File: src/rtl/sound_scheduler_pkg.sv
// Shared types and constants for the sound event scheduler: FSM states,
// source indices, direction indices and the oscillator frequency table.
package sound_pkg;

  typedef enum logic [1:0] {
    IDLE = 2'd0,
    PLAY = 2'd1,
    GAP  = 2'd2
  } sched_state_t;

  // Bit positions in the pending vector and in grant
  localparam logic [1:0] SRC_BAD  = 2'd0;
  localparam logic [1:0] SRC_GOOD = 2'd1;
  localparam logic [1:0] SRC_BTN  = 2'd2;
  localparam logic [1:0] SRC_DIR  = 2'd3;

  localparam logic [1:0] DIR_UP    = 2'd0;
  localparam logic [1:0] DIR_DOWN  = 2'd1;
  localparam logic [1:0] DIR_LEFT  = 2'd2;
  localparam logic [1:0] DIR_RIGHT = 2'd3;

  localparam logic [8:0] FREQ_BAD   = 9'd100;
  localparam logic [8:0] FREQ_GOOD  = 9'd400;
  localparam logic [8:0] FREQ_BTN   = 9'd300;
  localparam logic [8:0] FREQ_UP    = 9'd262;
  localparam logic [8:0] FREQ_DOWN  = 9'd196;
  localparam logic [8:0] FREQ_LEFT  = 9'd220;
  localparam logic [8:0] FREQ_RIGHT = 9'd247;

  function automatic logic [8:0] dir_freq(input logic [1:0] dir_idx);
    logic [8:0] f;
    case (dir_idx)
      DIR_UP:    f = FREQ_UP;
      DIR_DOWN:  f = FREQ_DOWN;
      DIR_LEFT:  f = FREQ_LEFT;
      default:   f = FREQ_RIGHT;
    endcase
    return f;
  endfunction

endpackage

File: src/rtl/sound_scheduler_prescaler.sv
// Free-running duration-tick prescaler: one-cycle tick every TICK_DIV clocks.
module tick_prescaler #(
  parameter logic [15:0] TICK_DIV = 16'd10000
) (
  input  logic clk,
  input  logic nRst,
  output logic tick
);

  logic [15:0] count_reg;

  assign tick = (count_reg == TICK_DIV - 16'd1);

  always_ff @(posedge clk) begin
    if (!nRst) begin
      count_reg <= '0;
    end else if (tick) begin
      count_reg <= '0;
    end else begin
      count_reg <= count_reg + 16'd1;
    end
  end

endmodule

File: src/rtl/sound_scheduler.sv
// Arbitrates four sound event sources onto one tone path: latches event
// pulses, plays the highest-priority one for its duration, then a silent gap.
module sound_scheduler
  import sound_pkg::*;
#(
  parameter logic [15:0]      TICK_DIV  = 16'd10000,
  parameter int               DUR_W     = 8,
  parameter logic [DUR_W-1:0] DUR_BAD   = 8'd40,
  parameter logic [DUR_W-1:0] DUR_GOOD  = 8'd20,
  parameter logic [DUR_W-1:0] DUR_BTN   = 8'd10,
  parameter logic [DUR_W-1:0] DUR_DIR   = 8'd5,
  parameter logic [DUR_W-1:0] GAP_TICKS = 8'd2
) (
  input  logic       clk,
  input  logic       nRst,
  input  logic       goodColl,
  input  logic       badColl,
  input  logic       button,
  input  logic [3:0] direction,
  output logic [8:0] freq,
  output logic       playSound,
  output logic [3:0] grant,
  output logic       busy
);

  localparam logic [DUR_W-1:0] ONE = DUR_W'(1);

  function automatic logic [DUR_W-1:0] fix_dur(input logic [DUR_W-1:0] d);
    return (d == '0) ? ONE : d;
  endfunction

  sched_state_t     state_reg, state_next;
  logic [DUR_W-1:0] count_reg, count_next;
  logic [3:0]       grant_reg, grant_next;
  logic [8:0]       freq_reg, freq_next;
  logic [3:0]       pending_reg, pending_next;
  logic [1:0]       dir_reg, dir_next;
  logic [3:0]       set_mask, clr_mask;
  logic             dir_valid;
  logic [1:0]       dir_enc;
  logic [1:0]       winner;
  logic [8:0]       win_freq;
  logic [DUR_W-1:0] win_dur;
  logic             tick;

  tick_prescaler #(.TICK_DIV(TICK_DIV)) u_prescaler (
    .clk  (clk),
    .nRst (nRst),
    .tick (tick)
  );

  // A direction pulse with zero or several bits set is not a request
  assign dir_valid = $onehot(direction);

  always_comb begin
    dir_enc = DIR_UP;
    if (direction[DIR_DOWN])       dir_enc = DIR_DOWN;
    else if (direction[DIR_LEFT])  dir_enc = DIR_LEFT;
    else if (direction[DIR_RIGHT]) dir_enc = DIR_RIGHT;
  end

  assign dir_next = dir_valid ? dir_enc : dir_reg;
  assign set_mask = {dir_valid, button, goodColl, badColl};

  // A new pulse wins over a clear of the same bit in the same cycle
  for (genvar gi = 0; gi < 4; gi++) begin : g_pending
    assign pending_next[gi] = set_mask[gi] | (pending_reg[gi] & ~clr_mask[gi]);
  end

  always_comb begin
    winner = SRC_DIR;
    if (pending_reg[SRC_BAD])       winner = SRC_BAD;
    else if (pending_reg[SRC_GOOD]) winner = SRC_GOOD;
    else if (pending_reg[SRC_BTN])  winner = SRC_BTN;
  end

  always_comb begin
    win_freq = dir_freq(dir_reg);
    win_dur  = fix_dur(DUR_DIR);
    case (winner)
      SRC_BAD:  begin win_freq = FREQ_BAD;  win_dur = fix_dur(DUR_BAD);  end
      SRC_GOOD: begin win_freq = FREQ_GOOD; win_dur = fix_dur(DUR_GOOD); end
      SRC_BTN:  begin win_freq = FREQ_BTN;  win_dur = fix_dur(DUR_BTN);  end
      default:  ;
    endcase
  end

  always_comb begin
    state_next = state_reg;
    count_next = count_reg;
    grant_next = grant_reg;
    freq_next  = freq_reg;
    clr_mask   = '0;
    case (state_reg)
      IDLE: begin
        if (pending_reg != '0) begin
          state_next = PLAY;
          grant_next = 4'b0001 << winner;
          clr_mask   = 4'b0001 << winner;
          freq_next  = win_freq;
          count_next = win_dur;
        end
      end
      PLAY: begin
        // Bad preempts anything else and beats expiry in the same cycle
        if (pending_reg[SRC_BAD] && !grant_reg[SRC_BAD]) begin
          grant_next = 4'b0001 << SRC_BAD;
          clr_mask   = 4'b0001 << SRC_BAD;
          freq_next  = FREQ_BAD;
          count_next = fix_dur(DUR_BAD);
        end else if (tick) begin
          if (count_reg == ONE) begin
            grant_next = '0;
            freq_next  = '0;
            if (GAP_TICKS != '0) begin
              state_next = GAP;
              count_next = GAP_TICKS;
            end else begin
              state_next = IDLE;
              count_next = '0;
            end
          end else begin
            count_next = count_reg - ONE;
          end
        end
      end
      GAP: begin
        if (tick) begin
          if (count_reg == ONE) begin
            state_next = IDLE;
            count_next = '0;
          end else begin
            count_next = count_reg - ONE;
          end
        end
      end
      default: begin
        state_next = IDLE;
        count_next = '0;
        grant_next = '0;
        freq_next  = '0;
      end
    endcase
  end

  always_ff @(posedge clk) begin
    if (!nRst) begin
      state_reg   <= IDLE;
      count_reg   <= '0;
      grant_reg   <= '0;
      freq_reg    <= '0;
      pending_reg <= '0;
      dir_reg     <= DIR_UP;
    end else begin
      state_reg   <= state_next;
      count_reg   <= count_next;
      grant_reg   <= grant_next;
      freq_reg    <= freq_next;
      pending_reg <= pending_next;
      dir_reg     <= dir_next;
    end
  end

  assign freq      = freq_reg;
  assign grant     = grant_reg;
  assign playSound = (state_reg == PLAY);
  assign busy      = (state_reg != IDLE);

endmodule

File: config.mk
export PLATFORM = sky130hd
export DESIGN_NAME = sound_scheduler
export DESIGN_NICKNAME = d
export VERILOG_FILES = /design/src/rtl/sound_scheduler_pkg.sv /design/src/rtl/sound_scheduler_prescaler.sv /design/src/rtl/sound_scheduler.sv
export SDC_FILE = /design/constraint.sdc
export NUM_CORES = 1
export LEC_CHECK = 0
export BUFFER_PORTS_ARGS = -buffer_cell sky130_fd_sc_hd__buf_4
export CELL_PAD_IN_SITES_DETAIL_PLACEMENT = 1
export CELL_PAD_IN_SITES_GLOBAL_PLACEMENT = 1
export CORE_MARGIN = 2
export CORE_UTILIZATION = 44
export CTS_CLUSTER_SIZE = 30
export DETAILED_ROUTE_END_ITERATION = 6
export MAX_ROUTING_LAYER = met4
export PLACE_DENSITY = 0.87
export SLEW_MARGIN = 20
export SYNTH_ARGS = -nofsm -noshare
export SYNTH_HDL_FRONTEND = slang
export SYNTH_SLANG_ARGS = --single-unit
File: constraint.sdc
create_clock -name clk -period 2.7 [get_ports clk]
set_input_delay 0.675 -clock clk [delete_from_list [all_inputs] [get_ports clk]]
set_output_delay 0.675 -clock clk [all_outputs]
set_load 0.1 [all_outputs]
After elaboration in Yosys (flattened, before gate mapping):

Index checks and enable logic that the tools add are counted.

* bits in registers: 45
* word-level logic and storage cells: 91

* mux-type cells: 36
* equal/unequal tests: 17
* bitwise logic cells: 14
* reduce and logical (&&, ||, !) cells: 11
* shifts and indexed selects: 1
* add/subtract/negate cells: 5

Operators with widths (count)
* $pmux W9 S3: 3
* $mux W8: 6
* $mux W9: 4
* $pmux W8 S3: 1
* $mux W2: 11
* $mux W4: 5
* $pmux W6 S3: 1
* $add A16 B1 Y16 const B: 1
* $eq A16 B14 Y1 const B: 1
* $pmux W4 S3: 1
* $eq A8 B1 Y1 const B: 1
* $ne A2 B2 Y1 const B: 4
* $pmux W4 S2: 1
* $sub A8 B1 Y8 const B: 1
* $eq A2 B1 Y1 const B: 3
* $eq A2 B2 Y1 const B: 3
* $logic_not A2 Y1: 3
* $ne A3 B1 Y1 const B: 2
* $not A1 Y1: 6
* $pmux W2 S3: 1
* $reduce_and A6 Y1: 1
* $add A1 B1 Y2: 2
* $and A1 B1 Y1: 4
* $ne A2 B1 Y1 const B: 2
* other kinds (12): 16

Depth between registers and ports, before layout:

Gate-level depths: netlist of run 1.

* word-level depth: 9
* mapped depth: 10
* gate-level depth less buffers: 10

By module:

Synthesis of run 1 repeated with hierarchy kept, for this count alone.

* cells, all modules: 292
* area, all modules: 2432.3 um2

Modules (own cells, without submodules)
* sound_scheduler: times used 1, area an instance 1672.9 um2, sequential area each 580.6 um2, cells each 208
* tick_prescaler: times used 1, area an instance 759.5 um2, sequential area each 320.3 um2, cells each 84

Worst setup path after synthesis of run 1:

Ideal clock, no wire load.

* kind: reg2reg
* from: register state_reg[0]
* to: register count_reg[4]
* clock period less this slack: 2.485 ns
* data required time: 2.584 ns
* slack: 0.215 ns
* stages on the path, launching flop included: 8
* arrival time: 2.369 ns
* cell sequence: dfxtp_1 > clkbuf_1 > or2_2 > clkbuf_1 > nor2_1 > a32o_1 > and3_1 > a31o_2

* cells in the longest elaborated chain, start to end: 3
* elaborated cells between the ends (all ways): 8
* those cells by class: 5 x eq/ne; 1 x mux; 2 x reduce/logical

RTL lines
* from (decl): line sound_scheduler.sv:32 `sched_state_t state_reg, state_next;`
* from (signal assigned): line sound_scheduler.sv:155 `state_reg <= state_next;`
* $eq A2 B1 Y1 (tied with other cells): line sound_scheduler.sv:94 `case (state_reg)`
* $ne A3 B1 Y1 (no source line) / $ne A2 B2 Y1 (equally long branches)
* $reduce_and A3 Y1 (no source line)
* to (signal assigned): line sound_scheduler.sv:156 `count_reg <= count_next;`
* to (decl): line sound_scheduler.sv:33 `logic [DUR_W-1:0] count_reg, count_next;`

Parallel ways exist; a longest one is shown, timed or not.
A chain may end at the register's enable or synchronous reset.

Worst setup path in the final report of run 1:

* from: register u_prescaler.count_reg[5]
* to: register grant_reg[1] (netlist: grant[1])

* cells in the longest elaborated chain, start to end: 3

RTL lines
* from (decl): line sound_scheduler_prescaler.sv:10 `logic [15:0] count_reg;`
* from (signal assigned): line sound_scheduler_prescaler.sv:20 `count_reg <= count_reg + 16'd1;`
* $eq A16 B14 Y1: line sound_scheduler_prescaler.sv:12 `assign tick = (count_reg == TICK_DIV - 16'd1);`
* $ne A3 B1 Y1 (no source line)
* $reduce_and A4 Y1 (no source line)
* to (signal assigned): line sound_scheduler.sv:157 `grant_reg <= grant_next;`
* to (decl): line sound_scheduler.sv:34 `logic [3:0] grant_reg, grant_next;`

Every way passes these cells.

==> run summary, run 1 <==
Entering global routing, the biggest net connects 45 pins. The number of I/O pins came out at 24. For this design, the sink count on the clock tree is 45. The number of buffers inserted by port buffering came out at 23.

The clock network power share is 25.2%. The synthesized netlist devotes 5.662% of its cell area to adder and majority cells. The depth of the worst hold-timing path is 1. The combinational share of power is 28.8%. The number of enable-type register cells in the synthesized netlist came out at 0. The synthesized flop and latch total came out at 45. The arrival time of data at the critical path endpoint is 2.72 ns. After global routing, the most crowded layer is met2. Of the post-synthesis cell area, the dominant cell type holds 38.46%. The initialized floorplan defines 26 standard-cell rows. The count of cells along the worst register-to-register path is 5. The number of unique standard cell types used by synthesis is 52. The critical path is of the reg2reg type. The count of filler cells inserted in the layout is 651. The max-slew violation total from the final report came out at 0.

Synthesis handed over a netlist of 274 instances. The power per cell area is 624.8 mW/mm2. The floorplan die width came out at 76.96 um. The critical path capture point type is a register. The number of levels in the clock H-tree is 2. The path with the worst hold slack has its endpoint at u_prescaler.count_reg[0].

Setup repair after global routing left no endpoint under its margin. The share of synthesized flip-flops with an asynchronous set or reset came out at 0%. The first-iteration detailed-routing DRC count came out at 110.

For the worst setup path, the data required time is 2.90 ns. The worst hold margin came out at 0.4625 ns. The most used flip-flop cell after synthesis is sky130_fd_sc_hd__dfxtp_1.

After the last flow step, the layout net total stands at 310. The length of the first detailed-routing pass in iterations is 4. The share of the cycle needed by the critical path after routing came out at 93.36%. The number of global-route vias before repair is 2,021. For the worst-skew pair, the clock arrives at the later sink with an insertion delay of 0.30 ns. The number of max-cap violations is 0. The post-cts gate resize count came out at 0. The number of buffers created by CTS is 5. The internal power of the cells totals 1.039 mW. The startpoint of the most critical register-to-register path is u_prescaler.count_reg[5].

The main combinational cell family by area after synthesis is simple AND/OR/NAND/NOR gates. The initial antenna violation count came out at 0. The share of the synthesized netlist area taken by xor and xnor gates is 5.235%. The routed wire length per instance came out at 15.87 um. The final setup violation count is 0. The switching power came out at 0.5978 mW. Sorting the synthesized cells by area gives the leading types as sky130_fd_sc_hd__dfxtp_1 38%, sky130_fd_sc_hd__ha_1 4.8%, sky130_fd_sc_hd__nor2_1 4.8%, sky130_fd_sc_hd__mux2i_1 4.7%, sky130_fd_sc_hd__nand2_1 4.5%. The post-detailed-route count of antenna-violating nets came out at 0. The area of the die came out at 0.005923 mm2. The mean instance size in the synthesized netlist came out at 8.548 um2.

During synthesis, Yosys emitted a total of 0 warnings. The setup total negative slack is 0 ns. The synthesized netlist devotes 25.64% of its cell area to simple gates. The first global-routing pass estimated 9625 um of wire. The synthesized net count came out at 293. The sequential power share came out at 46.0%. The worst hold path class is reg2reg. The maximum vdd ir drop is 0.2421 mV. The register-to-register path setup slack is 0.18 ns. The worst-margin pin slew came out at 0.8033 ns. The total placed instance area came out at 0.002537 mm2.

The buffer levels on the longest clock path is 2. The number of flip-flops under the largest register name is 16. The routing usage on met3 is 4.471%. The launch point of the worst hold path is u_prescaler.count_reg[0].

For this run the aggregate overflow at the end of global routing stands at 0. The average vias per placed instance came out at 5.461. The multiplexer share of the synthesized area came out at 4.701%. The number of hold buffers added after cts is 0. The cell area after technology mapping came out at 0.002342 mm2.

Of the total power, the share spent switching nets is 36.52%. Buffers added to address setup during post-CTS repair amount to 0. The number of DRC violations after detailed routing is 0. The flow ran to the end, and the final reports show no timing, DRC or antenna violations. The effective utilization at floorplan is 45.86%. The clock-pin slew on the worst setup and hold paths is 0.09 ns. The met2 track utilization from global routing is 38.33%. The worst slew margin relative to its limit came out at 46.44%. The worst setup path is launched from a register.

The height of the die is 76.96 um. The post-detailed-placement half-perimeter wirelength came out at 4234 um. The end of the worst register-to-register path is grant[1].

The final critical-path required period is 2.521 ns. Derived from the worst setup path, the maximum achievable clock frequency is 0.3967 GHz. The number of failing hold endpoints at the final stage came to 0. The synthesized netlist devotes 15.44% of its cell area to compound gates. The standby leakage power came out at 1.096 nW. The routed layout has 1,977 vias. The floorplan core area is 0.005107 mm2.

Across the routed clock network, the largest skew measured is 0.005967 ns. Global routing consumed, over all layers together, 21.18% of the routing resources. The antenna diode count came out at 0. The share of the yosys chip area belonging to registers came out at 38.46%.

The CTS tree is built. The finished layout holds 362 standard cells, fillers aside. The total instance count after detailed placement came out at 354. Of all nets on the critical path, the largest fanout is 13. By instance count, the leading cell after synthesis is sky130_fd_sc_hd__dfxtp_1. The routed design has 5746 um of wire. The cell sitting at the root of the clock tree is a sky130_fd_sc_hd__clkbuf_8. The share of cells above drive strength 1 came out at 15.41%.

The final instance area is 0.002620 mm2. The met1 global-route usage is 23.44%. The routability congestion estimate from global placement came out at 0.8036. By count the netlist is led by 45 x sky130_fd_sc_hd__dfxtp_1, 30 x sky130_fd_sc_hd__nor2_1, 28 x sky130_fd_sc_hd__nand2_1. The synthesis-to-layout area growth is 11.86%. Summed over all instances, the cell type with the most area after synthesis is sky130_fd_sc_hd__dfxtp_1.
-- routing by layer --
metal / part of all wire (%) / up-vias
met1: 43 / 969
met2: 52 / 27
li1: - / 976
met4: 1.1 / 0
met5: 0 / -
met3: 3.1 / 5
-- through the flow --
step / setup WS (ns) / utilization, % / total power, mW
finish: 0.1792 / 51.30 / 1.637
global route: 0.08595 / 51.30 / 1.726
CTS: 0.1671 / 51.30 / 1.650
detailed placement: 0.1795 / 49.68 / 1.239
global placement: 0.2754 / 49.68 / 1.220
floorplan: 0.2149 / - / 1.132
-- critical path, stage by stage (launching register included) --
cell	delay [ns]
sky130_fd_sc_hd__dfxtp_1	0.35
sky130_fd_sc_hd__or4_1	0.54
sky130_fd_sc_hd__or4_1	0.72
sky130_fd_sc_hd__nor2_2	0.22
sky130_fd_sc_hd__o21ai_2	0.25
sky130_fd_sc_hd__a32o_1	0.34
-- layout make-up --
cell class                      count  area (um2)  area share (%)
Multi-Input combinational cell    204        1328           50.67
Timing Repair Buffer               24       180.2           6.877
Clock inverter                      2       10.01          0.3820
Sequential cell                    45       900.9           34.38
Clock buffer                        6       72.57           2.770
Tap cell                           70       87.58           3.343
Inverter                           11       41.29           1.576
-- worst max path at each step --
stage	from	end	depth (start not counted)	slack (ns)
6_report	u_prescaler.count_reg[5]	grant[1]	5	0.18
5_1_grt	u_prescaler.count_reg[6]	grant[1]	5	0.09
4_1_cts	u_prescaler.count_reg[7]	grant[1]	5	0.17
3_5_place_dp	u_prescaler.count_reg[7]	grant[1]	5	0.18
3_3_place_gp	u_prescaler.count_reg[5]	grant[1]	5	0.28
2_1_floorplan	state_reg[0]	count_reg[4]	7	0.21
-- cell usage in the layout (no fill, tap or decap), types with 2 or more instances in the layout --
cell type / instances
sky130_fd_sc_hd__a211oi_1: 3
sky130_fd_sc_hd__a21oi_1: 9
sky130_fd_sc_hd__a22oi_1: 2
sky130_fd_sc_hd__a31o_2: 3
sky130_fd_sc_hd__a31oi_1: 2
sky130_fd_sc_hd__a32o_1: 3
sky130_fd_sc_hd__and2_1: 6
sky130_fd_sc_hd__and3_1: 6
sky130_fd_sc_hd__buf_4: 24
sky130_fd_sc_hd__clkbuf_8: 5
sky130_fd_sc_hd__clkinv_2: 2
sky130_fd_sc_hd__dfxtp_1: 45
sky130_fd_sc_hd__ha_1: 9
sky130_fd_sc_hd__inv_1: 11
sky130_fd_sc_hd__mux2i_1: 11
sky130_fd_sc_hd__nand2_1: 28
sky130_fd_sc_hd__nand2b_1: 7
sky130_fd_sc_hd__nand3_1: 8
sky130_fd_sc_hd__nor2_1: 30
sky130_fd_sc_hd__nor2b_1: 7
sky130_fd_sc_hd__nor3_1: 9
sky130_fd_sc_hd__o21a_1: 2
sky130_fd_sc_hd__o21ai_0: 11
sky130_fd_sc_hd__o21bai_1: 2
sky130_fd_sc_hd__o2bb2ai_1: 2
sky130_fd_sc_hd__or2_2: 2
sky130_fd_sc_hd__or3_1: 2
sky130_fd_sc_hd__or4_1: 5
sky130_fd_sc_hd__xnor2_1: 7
sky130_fd_sc_hd__xor2_1: 7
-- power groups by stage --
stage | clock network [mW] | registers (mW) | logic (mW)
after CTS | 0.421 | 0.754 | 0.475
final | 0.412 | 0.753 | 0.471
after global placement | 0 | 0.765 | 0.455
after floorplan | 0 | 0.860 | 0.272
after detailed placement | 0 | 0.769 | 0.470
after global routing | 0.451 | 0.760 | 0.515
-- cell families after synthesis --
family	Yosys count
simple gates	119
fa+ha+maj	10
xor+xnor	14
buf+inv	25
flops	45
mux	11
compound gates	50
No activity file was read; power rests on OpenSTA's default activity.
==> run 2, diff against run 1 <==
- CORE_MARGIN: 2 -> 4
==> run 2 against run 1 <==
  * Power grew 1.2%
  * Critical path depth unchanged
  * Clock skew grew 0.0031 ns
  * Final area increased by 0.86%
  * First-iteration DRC count decreased by 16%
  * Flip-flop and latch count unchanged
  * Highest routed layer unchanged
  * Worst hold slack worse by 0.0098 ns
  * Clock power rose by 4%
  * Die area grew 11%
  * Combinational power is essentially flat
  * Largest cell class unchanged
  * Register-to-register slack improved by 0.11 ns
==> run summary, run 2 (synthesized netlist as in run 1, its figures left out) <==
The floorplan die width is 80.96 um. TritonCTS built the clock tree. The antenna diode count is 0.

The maximum vdd ir drop is 0.3263 mV. In this run the remaining antenna-violating nets after routing total 0. The number of buffers created by CTS is 5.

Setup repair after global routing left no endpoint under its margin. The synthesis-to-layout area growth is 12.82%. Once the floorplan was initialized, standard cells occupied 45.57% of the core. The number of levels in the clock H-tree is 2. CTS placed an instance of sky130_fd_sc_hd__clkbuf_8 at the clock tree root.

24 I/O pins were placed. The number of DRC violations after detailed routing is 0. The first global-routing pass estimated 9708 um of wire. The worst hold path class is reg2reg. The most numerous cell type found on the critical path is sky130_fd_sc_hd__or4_1.

The power per cell area came out at 626.8 mW/mm2. The standby leakage power came out at 1.105 nW. For this run, the total global-route usage over all layers was measured as 19.35%. The number of failing hold endpoints at the final stage came to 0.

Clock-pin slew was measured on the worst setup and hold paths at 0.09 ns. Of the cells placed in the final design, the portion with a size suffix greater than 1 is 16.33%. The met1 global-route usage is 25.68%. For this block, the initial DRC count from the detailed router was 92. The worst setup path category is reg2reg. The final critical-path required period is 2.406 ns.

Walking the worst path, the cells encountered are or4_1 > or4_1 > nor2_2 > o21ai_2 > a32o_1. The routing usage on met3 came out at 3.991%. The worst-margin pin slew came out at 0.9137 ns. The net count of the finished layout is 312. The data required time of the critical path came out at 2.90 ns. For this block, the routed nets add up to 5532 um of wire. The share of the cycle needed by the critical path after routing is 89.10%. The buffer levels on the longest clock path is 2.

The number of global-route vias before repair came out at 2,005. The max-slew violation total from the final report was 0. The tree built by TritonCTS fans out to 45 sinks. Dividing the detail-routed via count by the number of cells gives 5.401. Dividing the detail-routed wire length by the instance count gives 15.20 um. The initial antenna violation count is 0. Leaving out fill and tap cells, the most frequent cell in the layout is sky130_fd_sc_hd__dfxtp_1.

The number of buffers inserted by port buffering came out at 23. The largest net degree at the start of global routing came out at 45. The count of buffers added by post-CTS timing repair for setup came out at 0. The area of the die came out at 0.006555 mm2. STA classifies the critical path endpoint as a register. In the layout the commonest cells are 45 x sky130_fd_sc_hd__dfxtp_1, 30 x sky130_fd_sc_hd__nor2_1, 28 x sky130_fd_sc_hd__nand2_1.

The via count is 1,966. The routability congestion estimate from global placement is 0.7708. Setup violations remaining at the end of the flow were counted as 0.

The largest clock skew in the final design came out at 0.009035 ns. The setup total negative slack came out at 0 ns. The worst slew margin relative to its limit is 39.08%. The first detailed-routing pass ran for 4 iterations. The floorplan core area is 0.005140 mm2.

The biggest fanout along the worst timing path is 13. The leftover overflow at the end of global routing is 0. Global routing used 30.79% of the available met2 tracks. The floorplan row count came out at 26. The peak clock frequency supported by timing is 0.4157 GHz. The kind of launch point of the worst setup path is a register.

After global routing, the most crowded layer is met2. The flow ran to the end, and the final reports show no timing, DRC or antenna violations. Across the run, the number of max-cap violations was 0.

The floorplan step set the die height to 80.96 um. In this run, post-CTS repair resized a total of 0 instances. After legalization and detailed placement, the total HPWL measured 4138 um. The slowest library cell on the worst path is sky130_fd_sc_hd__or4_1. The delay of the slowest cell on the worst path came out at 0.60 ns. The register with the most flip-flops in the layout has 16 of them. Clock latency on the worst-skew pair, taken at its later pin, is 0.30 ns. The number of hold buffers added after cts came out at 0. Fill cells in the final layout number 647.

Across all hold checks on the routed design, the worst slack comes to 0.4527 ns. The arrival time of data at the critical path endpoint is 2.60 ns.
[run 2: cell count changes in the layout (fill, tap and decap cells not counted)]
cell,before,now
sky130_fd_sc_hd__clkinv_2,2,1
sky130_fd_sc_hd__inv_6,0,1
sky130_fd_sc_hd__buf_4,24,26
sky130_fd_sc_hd__clkbuf_1,1,0
sky130_fd_sc_hd__clkinvlp_4,0,1
[run 2: per-stage QoR]
step | util (%) | power, mW | instance area, um2 | cells | worst slack, ns
finish | 51.41 | 1.656 | 2643 | 364 | 0.2942
global route | 51.41 | 1.755 | 2643 | 364 | 0.1963
CTS | 51.41 | 1.676 | 2643 | 364 | 0.2961
detailed placement | 49.66 | 1.244 | 2552 | 356 | 0.1814
global placement | 49.66 | 1.224 | 2552 | 356 | 0.3058
floorplan | - | 1.132 | 2342 | 274 | 0.2149
[run 2: critical path, delay by kind of cell (launching register included)]
family | cells | cell delay [ns]
flip-flops | 1 | 0.36
AO/OA/AOI/OAI | 2 | 0.63
AND/OR/NAND/NOR | 3 | 1.29
[run 2: report_power, final]
part	switching, mW	internal [mW]
Clock	0.244	0.184
Sequential	0.0465	0.709
Combinational	0.319	0.154
Total	0.609	1.05
[run 2: final cells by class]
cell class	instances	area [um2]	area share (%)
multi-input cells	204	1328	50.24
repair buffers	26	195.2	7.386
well taps	70	87.58	3.314
inverters	11	41.29	1.563
flip-flops and latches	45	900.9	34.09
clock inverters	3	21.27	0.8049
clock buffers	5	68.82	2.604
[run 2: final timing paths]
path                             from                  endpoint  slack, ns  depth (start not counted)
max          u_prescaler.count_reg[5]                  grant[1]       0.29                          5
min reg2reg  u_prescaler.count_reg[0]  u_prescaler.count_reg[0]       0.45                          1
max reg2reg  u_prescaler.count_reg[5]                  grant[1]       0.29                          5
min          u_prescaler.count_reg[0]  u_prescaler.count_reg[0]       0.45                          1
[run 2: routing by layer]
metal	wire [um]	vias to the layer above
li1	-	981
met1	2670	959
met2	2653	20
met3	156	6
met4	51	0
met5	0	-
